File: src/rtl/pwm_pkg.sv
// Shared definitions for the PWM generator / capture pair.
//   state_e   : capture FSM state encoding (WAIT_EDGE, MEASURE)
//   DUTY_MAX  : full-scale duty value in percent
//   num_width : numerator width needed to hold (count * 100)
package pwm_pkg;

  typedef enum logic {
    WAIT_EDGE = 1'b0,
    MEASURE   = 1'b1
  } state_e;

  localparam int DUTY_MAX = 100;

  // Multiplying by 100 needs 7 extra bits (100 < 2^7).
  function automatic int num_width(input int cnt_w);
    return cnt_w + 7;
  endfunction

endpackage

File: src/rtl/pwm_div_seq.sv
// Restoring sequential divider, one quotient bit per clock.
// The first bit is resolved on the start edge, so done pulses NUM_W cycles
// after the start cycle. busy stays high through the done cycle.
//   clk, rst_n : clock, async active-low reset
//   i_start    : load i_num / i_den and begin (ignored while busy)
//   i_abort    : drop the division in flight, no done pulse
//   i_num      : dividend, NUM_W bits
//   i_den      : divisor, DEN_W bits (must be non-zero)
//   o_busy     : division in progress or result being presented
//   o_done     : one-cycle pulse, o_quot valid
//   o_quot     : quotient, NUM_W bits
module pwm_div_seq #(
  parameter int NUM_W = 31,
  parameter int DEN_W = 24
) (
  input  logic             clk,
  input  logic             rst_n,
  input  logic             i_start,
  input  logic             i_abort,
  input  logic [NUM_W-1:0] i_num,
  input  logic [DEN_W-1:0] i_den,
  output logic             o_busy,
  output logic             o_done,
  output logic [NUM_W-1:0] o_quot
);

  localparam int STEP_W = $clog2(NUM_W);

  logic [DEN_W-1:0]  r_rem;
  logic [NUM_W-1:0]  r_q;     // dividend bits shift out, quotient bits shift in
  logic [DEN_W-1:0]  r_den;
  logic [STEP_W-1:0] r_steps;
  logic              r_busy;
  logic              r_done;

  // One restoring step: bring in the next dividend bit, subtract if it fits.
  function automatic logic [DEN_W+NUM_W-1:0] div_step(
    input logic [DEN_W-1:0] rem,
    input logic [NUM_W-1:0] q,
    input logic [DEN_W-1:0] den
  );
    logic [DEN_W:0] trial;
    logic           fits;
    // NOTE: blocking assignments are correct here; these are function-local
    // temporaries evaluated in order, not clocked state.
    trial = {rem, q[NUM_W-1]};
    fits  = (trial >= {1'b0, den});
    if (fits) trial = trial - {1'b0, den};
    return {trial[DEN_W-1:0], q[NUM_W-2:0], fits};
  endfunction

  always_ff @(posedge clk or negedge rst_n) begin
    if (!rst_n) begin
      r_rem   <= '0;
      r_q     <= '0;
      r_den   <= '0;
      r_steps <= '0;
      r_busy  <= 1'b0;
      r_done  <= 1'b0;
    end else if (i_abort) begin
      r_busy <= 1'b0;
      r_done <= 1'b0;
    end else if (i_start && !o_busy) begin
      {r_rem, r_q} <= div_step('0, i_num, i_den);
      r_den        <= i_den;
      r_steps      <= STEP_W'(NUM_W - 1);
      r_busy       <= 1'b1;
      r_done       <= 1'b0;
    end else if (r_busy) begin
      {r_rem, r_q} <= div_step(r_rem, r_q, r_den);
      r_steps      <= r_steps - STEP_W'(1);
      if (r_steps == STEP_W'(1)) begin
        r_busy <= 1'b0;
        r_done <= 1'b1;
      end
    end else begin
      r_done <= 1'b0;
    end
  end

  assign o_busy = r_busy | r_done;
  assign o_done = r_done;
  assign o_quot = r_q;

endmodule

File: src/rtl/pwm_capture.sv
// Measures an incoming PWM waveform: period and high time in clk cycles,
// and duty = floor(high*100/period) clamped to 100.
//   clk, rst_n  : clock, async active-low reset
//   pwm_in      : asynchronous PWM input
//   duty        : last duty in percent (0..100)
//   period      : last period in clk cycles (0 after a timeout)
//   high_time   : last high time in clk cycles (0 after a timeout)
//   duty_valid  : one-cycle pulse when duty/period/high_time update
//   timeout     : input static; cleared by the next measured result
//   overrun     : one-cycle pulse when a period is dropped (divider busy)
module pwm_capture
  import pwm_pkg::*;
#(
  parameter int CLOCK_FREQ     = 100_000_000,
  parameter int PWM_FREQ       = 1_000,
  parameter int CNT_W          = 24,
  parameter int TIMEOUT_CYCLES = 2 * CLOCK_FREQ / PWM_FREQ
) (
  input  logic             clk,
  input  logic             rst_n,
  input  logic             pwm_in,
  output logic [7:0]       duty,
  output logic [CNT_W-1:0] period,
  output logic [CNT_W-1:0] high_time,
  output logic             duty_valid,
  output logic             timeout,
  output logic             overrun
);

  localparam int               NUM_W     = num_width(CNT_W);
  localparam logic [CNT_W-1:0] CNT_ONE   = CNT_W'(1);
  localparam logic [CNT_W-1:0] CNT_MAX   = '1;
  localparam logic [CNT_W-1:0] TO_LIM    = CNT_W'(TIMEOUT_CYCLES);
  localparam logic [7:0]       DUTY_FULL = 8'(DUTY_MAX);

  state_e           r_state, w_state_nxt;
  logic             r_sync1, r_s_q, r_s_d;
  logic [CNT_W-1:0] r_per_cnt, r_hi_cnt, r_wait_cnt;
  logic [CNT_W-1:0] r_p_hold, r_h_hold;
  logic [7:0]       r_duty;
  logic [CNT_W-1:0] r_period, r_high;
  logic             r_valid, r_timeout, r_overrun;

  logic             w_rise, w_capture, w_to_meas, w_to_wait, w_timeout_evt;
  logic             w_start, w_div_busy, w_div_done;
  logic [NUM_W-1:0] w_h_ext, w_num, w_quot;
  logic [7:0]       w_duty_calc;

  function automatic logic [CNT_W-1:0] sat_inc(input logic [CNT_W-1:0] v);
    return (v == CNT_MAX) ? v : v + CNT_ONE;
  endfunction

  // Two-flop synchronizer plus one delayed copy for edge detection.
  always_ff @(posedge clk or negedge rst_n) begin
    if (!rst_n) begin
      r_sync1 <= 1'b0;
      r_s_q   <= 1'b0;
      r_s_d   <= 1'b0;
    end else begin
      r_sync1 <= pwm_in;
      r_s_q   <= r_sync1;
      r_s_d   <= r_s_q;
    end
  end

  assign w_rise    = r_s_q & ~r_s_d;
  assign w_capture = (r_state == MEASURE) & w_rise;
  // An edge in the limit cycle still counts as a normal capture.
  assign w_to_meas = (r_state == MEASURE) & ~w_rise & (r_per_cnt >= TO_LIM);
  // Static input straight out of reset; only fires once per reset.
  assign w_to_wait = (r_state == WAIT_EDGE) & ~r_timeout & ~w_rise &
                     (r_wait_cnt >= TO_LIM - CNT_ONE);
  assign w_timeout_evt = w_to_meas | w_to_wait;
  assign w_start       = w_capture & ~w_div_busy;

  always_ff @(posedge clk or negedge rst_n) begin
    if (!rst_n) r_state <= WAIT_EDGE;
    else        r_state <= w_state_nxt;
  end

  always_comb begin
    // NOTE: default assigned first so every path drives the signal and no
    // latch is inferred.
    w_state_nxt = r_state;
    case (r_state)
      WAIT_EDGE: if (w_rise)    w_state_nxt = MEASURE;
      MEASURE:   if (w_to_meas) w_state_nxt = WAIT_EDGE;
      default:                  w_state_nxt = WAIT_EDGE;
    endcase
  end

  // Period / high-time counters; the edge cycle itself counts as high.
  always_ff @(posedge clk or negedge rst_n) begin
    if (!rst_n) begin
      r_per_cnt <= '0;
      r_hi_cnt  <= '0;
    end else if (w_rise) begin
      r_per_cnt <= CNT_ONE;
      r_hi_cnt  <= CNT_ONE;
    end else if (r_state == MEASURE && !w_to_meas) begin
      r_per_cnt <= sat_inc(r_per_cnt);
      if (r_s_q) r_hi_cnt <= sat_inc(r_hi_cnt);
    end else begin
      r_per_cnt <= '0;
      r_hi_cnt  <= '0;
    end
  end

  always_ff @(posedge clk or negedge rst_n) begin
    if (!rst_n)
      r_wait_cnt <= '0;
    else if (r_state == WAIT_EDGE && !r_timeout)
      r_wait_cnt <= sat_inc(r_wait_cnt);
  end

  // H*100 as shifts and adds: 64 + 32 + 4.
  assign w_h_ext = NUM_W'(r_hi_cnt);
  assign w_num   = (w_h_ext << 6) + (w_h_ext << 5) + (w_h_ext << 2);

  pwm_div_seq #(
    .NUM_W (NUM_W),
    .DEN_W (CNT_W)
  ) u_div (
    .clk     (clk),
    .rst_n   (rst_n),
    .i_start (w_start),
    .i_abort (w_timeout_evt),
    .i_num   (w_num),
    .i_den   (r_per_cnt),
    .o_busy  (w_div_busy),
    .o_done  (w_div_done),
    .o_quot  (w_quot)
  );

  assign w_duty_calc = (w_quot > NUM_W'(DUTY_MAX)) ? DUTY_FULL : w_quot[7:0];

  always_ff @(posedge clk or negedge rst_n) begin
    if (!rst_n) begin
      r_p_hold  <= '0;
      r_h_hold  <= '0;
      r_duty    <= '0;
      r_period  <= '0;
      r_high    <= '0;
      r_valid   <= 1'b0;
      r_timeout <= 1'b0;
      r_overrun <= 1'b0;
    end else begin
      r_valid   <= 1'b0;
      r_overrun <= w_capture & w_div_busy;
      if (w_start) begin
        r_p_hold <= r_per_cnt;
        r_h_hold <= r_hi_cnt;
      end
      if (w_timeout_evt) begin
        r_duty    <= r_s_q ? DUTY_FULL : 8'd0;
        r_period  <= '0;
        r_high    <= '0;
        r_valid   <= 1'b1;
        r_timeout <= 1'b1;
      end else if (w_div_done) begin
        r_duty    <= w_duty_calc;
        r_period  <= r_p_hold;
        r_high    <= r_h_hold;
        r_valid   <= 1'b1;
        r_timeout <= 1'b0;
      end
    end
  end

  assign duty       = r_duty;
  assign period     = r_period;
  assign high_time  = r_high;
  assign duty_valid = r_valid;
  assign timeout    = r_timeout;
  assign overrun    = r_overrun;

endmodule
File: config.mk
export PLATFORM = sky130hd
export DESIGN_NAME = pwm_capture
export DESIGN_NICKNAME = d
export VERILOG_FILES = /design/src/rtl/pwm_pkg.sv /design/src/rtl/pwm_div_seq.sv /design/src/rtl/pwm_capture.sv
export SDC_FILE = /design/constraint.sdc
export NUM_CORES = 1
export LEC_CHECK = 0
export BUFFER_PORTS_ARGS = -buffer_cell sky130_fd_sc_hd__buf_2
export CORE_UTILIZATION = 47
export DETAILED_ROUTE_END_ITERATION = 6
export GPL_TIMING_DRIVEN = 0
export PLACE_DENSITY = 0.66
export SLEW_MARGIN = 20
export SYNTH_ARGS = -nofsm -noshare
export SYNTH_HDL_FRONTEND = slang
export SYNTH_SLANG_ARGS = --single-unit
File: constraint.sdc
create_clock -name clk -period 4.5 [get_ports clk]
set_input_delay 0.675 -clock clk [delete_from_list [all_inputs] [get_ports clk]]
set_output_delay 0.675 -clock clk [all_outputs]
set_load 0.01 [all_outputs]
==> Flow_metrics.wiki <==
{| class="wikitable"
! Metric !! Value
|-
| Setup slack of the most critical reg-to-reg path || 0.1 ns
|-
| R2R Path End || u_div.r_rem[11]
|-
| Seq/Total Area, Yosys || 46.2%
|-
| Finished Layout Cells || 2058
|-
| Drt drc || 0
|-
| Upper clock frequency limit || 0.227 GHz
|-
| Relative slew margins || 38.1%
|-
| Minimum clock period after layout || 4.40 ns
|-
| Die W || 178 um
|-
| Starting density of the core || 47.7%
|-
| Ratio of cells with drive above 1 in the final layout || 13.7%
|-
| Cell with the most instances after synthesis || dfrtp_1
|-
| Remaining global-route overflow || 0
|-
| Final WS setup || 0.0971 ns
|-
| WL final || 36.0 mm
|-
| Deepest clock path buffer count || 3
|-
| Cell count after synthesis || 1506
|-
| Detailed Place HPWL || 25.9 mm
|-
| Count of nets after finishing || 1743
|-
| Standard cell core area || 0.0305 mm^2
|-
| Pre-Repair DR Iteration Count || 5
|-
| Avg Cell Area, Syn || 9.67 um^2
|-
| Met1 Wirelength || 15.8 mm
|-
| Power per cell area || 445 mW/mm^2
|-
| Required arrival time at the worst endpoint || 4.96 ns
|-
| CP max FO || 9
|-
| Synth cell count leaders || dfrtp_1, nand2_1, nor2_1
|-
| Length of routed met3 wiring || 1.38 mm
|-
| Capture endpoint of the worst hold path || r_sync1
|-
| Avg Vias per Cell || 5.57
|-
| Final max-slew violation count || 0
|-
| Final antenna diode count || 0
|-
| Sum of internal, switching and leakage power || 7.57 mW
|-
| Max H-tree Level || 1
|-
| Maximum number of pins on one net before global-route repair || 93
|-
| Top routing layer in use || met4
|-
| Clk Latency, worst-skew pair || 0.56 ns
|-
| Global-route wire length before repair || 59.2 mm
|-
| Hold Path Depth || 1
|-
| Kind of critical path || reg2reg
|-
| Transition time at the pin with the least slew margin || 0.928 ns
|-
| Weighted congestion reported at the end of routability-driven placement || 0.893
|-
| Length of routed met2 wiring || 17.3 mm
|-
| Clock Sinks || 269
|-
| Count of state elements after synthesis || 269
|-
| Avg WL per Cell || 17.5 um
|-
| Via count || 11500
|-
| Clock tree from TritonCTS || yes
|-
| Area share of the largest cell type after synthesis || 46.2%
|-
| Port buffer count || 61
|-
| R2R Path Start || r_hi_cnt[0]
|-
| Final count of negative-setup-slack endpoints || 0
|-
| Hold wc startpoint || pwm_in
|-
| IR Drop Worst-Case VDD || 327 uV
|-
| Ratio of final minimum period to clock period || 97.8%
|-
| Number of rows created at floorplan || 64
|-
| Final Hold Vio Count || 0
|-
| Endpoint type of the worst setup path || flop
|-
| Antenna Nets Post-Route || 0
|-
| Setup clock skew after layout || 0.0124 ns
|-
| Yosys warning count || 0
|-
| Area enclosed by the die boundary || 0.0317 mm^2
|-
| Placed Cells || 1971
|-
| Dominant cell type by area after synthesis || dfrtp_1
|-
| Worst-case setup slack after placement || -0.892 ns
|-
| Final total negative setup slack || 0 ns
|-
| Max_cap viols || 0
|-
| Layout-stage area growth over the synthesis result || 16.8%
|-
| Number of clock buffers inserted by TritonCTS || 30
|-
| Post-Syn Area || 0.0146 mm^2
|-
| Number of filler instances in the final layout || 2701
|-
| Share of synthesized flip-flops with an asynchronous set or reset || 100%
|-
| LEAKAGE || 8.09 nW
|-
| Arrival time reported for the critical path endpoint || 4.87 ns
|-
| GRT Overall Usage || 23.5%
|-
| Logic depth of the worst register-to-register path || 19
|-
| Number of enable-type register cells in the synthesized netlist || 0
|-
| Synth cell types || 74
|-
| Min-Delay Path Class || in2reg
|-
| Run status || complete, no violations
|-
| Number of top-level pins || 62
|-
| Dominant cells by area after synthesis || dfrtp_1, ha_1, nand2_1
|-
| Synth Flop Type || dfrtp_1
|-
| Initial antenna violation count || 0
|-
| Vert. Die Dim || 178 um
|-
| Detailed router's first-iteration violation count || 759
|-
| Clock Pin Slew Worst Setup and Hold Paths || 0.06 ns
|-
| CTS Root Buffer Type || clkbuf_16
|-
| Number of global-route vias before repair || 11500
|-
| Startpoint kind of the worst setup timing path || flop
|}
stage by stage:
step | utilization [%] | instance area, um^2 | hold slack, ns
floorplan | - | 14600 | 0.331
global placement | 50.4 | 15400 | 0.369
detailed placement | 50.7 | 15500 | 0.368
CTS | 55.0 | 16800 | 0.203
global route | 55.7 | 17000 | 0.200
finish | 55.7 | 17000 | 0.223
area by class of cell:
class	count	area, um^2	area share, %
clock inverters	15	169	0.993
inverters	54	203	1.19
repair buffers	97	673	3.96
multi-input cells	1126	7560	44.5
well taps	396	495	2.91
flip-flops and latches	269	6750	39.7
plain buffers	61	275	1.62
clock buffers	40	880	5.17
metal layers:
| metal | vias up | global-route usage (%) |
|---|---|---|
| met4 | 0 | 10.1 |
| met2 | 253 | 39.1 |
| met1 | 5672 | 30.8 |
| met3 | 81 | 2.94 |
| met5 | - | 0 |
| li1 | 5456 | - |
how the worst max path moves through the flow:
stage | start | end | slack [ns] | cells past startpoint
final | r_hi_cnt[0] | u_div.r_rem[11] | 0.1 | 19
after detailed placement | r_hi_cnt[4] | u_div.r_rem[6] | -0.89 | 19
after CTS | r_hi_cnt[0] | u_div.r_rem[14] | -0.02 | 18
after global placement | rst_n | r_wait_cnt[10] | -2.24 | 1
after floorplan | r_hi_cnt[4] | u_div.r_rem[10] | 0.08 | 19
after global routing | r_hi_cnt[0] | u_div.r_rem[17] | -0.08 | 19
cells in the final DEF, fill, tap and decap left out, types with 8 or more instances in the layout:
master     netlist  final
a211oi_1        19     14
nor2_1         184    183
nand3_1         36     35
ha_1            79     72
xor2_1          47     47
nand2_1        237    236
nor2b_1         14     14
dfrtp_2          0     14
nor3_1          23     21
buf_4            3     33
fa_1            22     21
or3_1            8      8
a31oi_1         24     24
a21o_1          19     19
clkbuf_16        0     31
dfrtp_1        269    255
nor4_1          14     13
and3_1          14     13
inv_1           54     54
nand4_1         20     20
a21oi_1         56     54
o21ai_0         64     61
clkbuf_1        38     40
mux2i_1         67     67
xnor2_1         47     47
buf_2           12     70
report_power, final:
group,switching (mW),internal (mW),leakage (nW)
sequential,0.287,2.74,3.51
combinational,1.15,0.844,4.06
clock,1.01,1.54,0.514
total,2.45,5.13,8.09
cell families after synthesis:
kind of cell	Yosys count	synth area share, %
buf+inv	116	3.27
xor+xnor	94	5.65
compound gates	265	12.1
simple gates	592	18.3
mux	68	4.68
flops	269	46.2
other cells	1	0.0257
fa+ha+maj	101	9.81
flip-flops by register name (all words and copies together) (netlist names), 8 cells and up:
signal        count
r_hi_cnt         24
u_div.r_den      24
high_time        24
duty              8
r_h_hold         24
r_p_hold         24
u_div.o_quot     31
u_div.r_rem      24
r_wait_cnt       24
period           24
r_per_cnt        24
critical path, stage by stage, from the launching register on:
cell	delay, ns
dfrtp_2	0.43
fa_1	0.59
ha_4	0.16
fa_2	0.23
a211oi_4	0.09
nor4_4	0.35
nor4b_4	0.09
nor3_2	0.26
a21oi_2	0.12
o21ai_2	0.20
a21oi_1	0.10
ha_2	0.20
inv_1	0.06
ha_2	0.18
a21oi_2	0.05
nor4_4	0.34
o311ai_4	0.22
and3_4	0.25
buf_6	0.15
a311oi_1	0.23
repair_timing:
item	CTS	global route
pin swaps	9	12
hold endpoints to repair	26	0
setup endpoints to repair	25	25
resized for setup	25	31
hold buffers	1	0
setup buffers	19	13
Note: power is estimated with default switching activity, not from simulation.
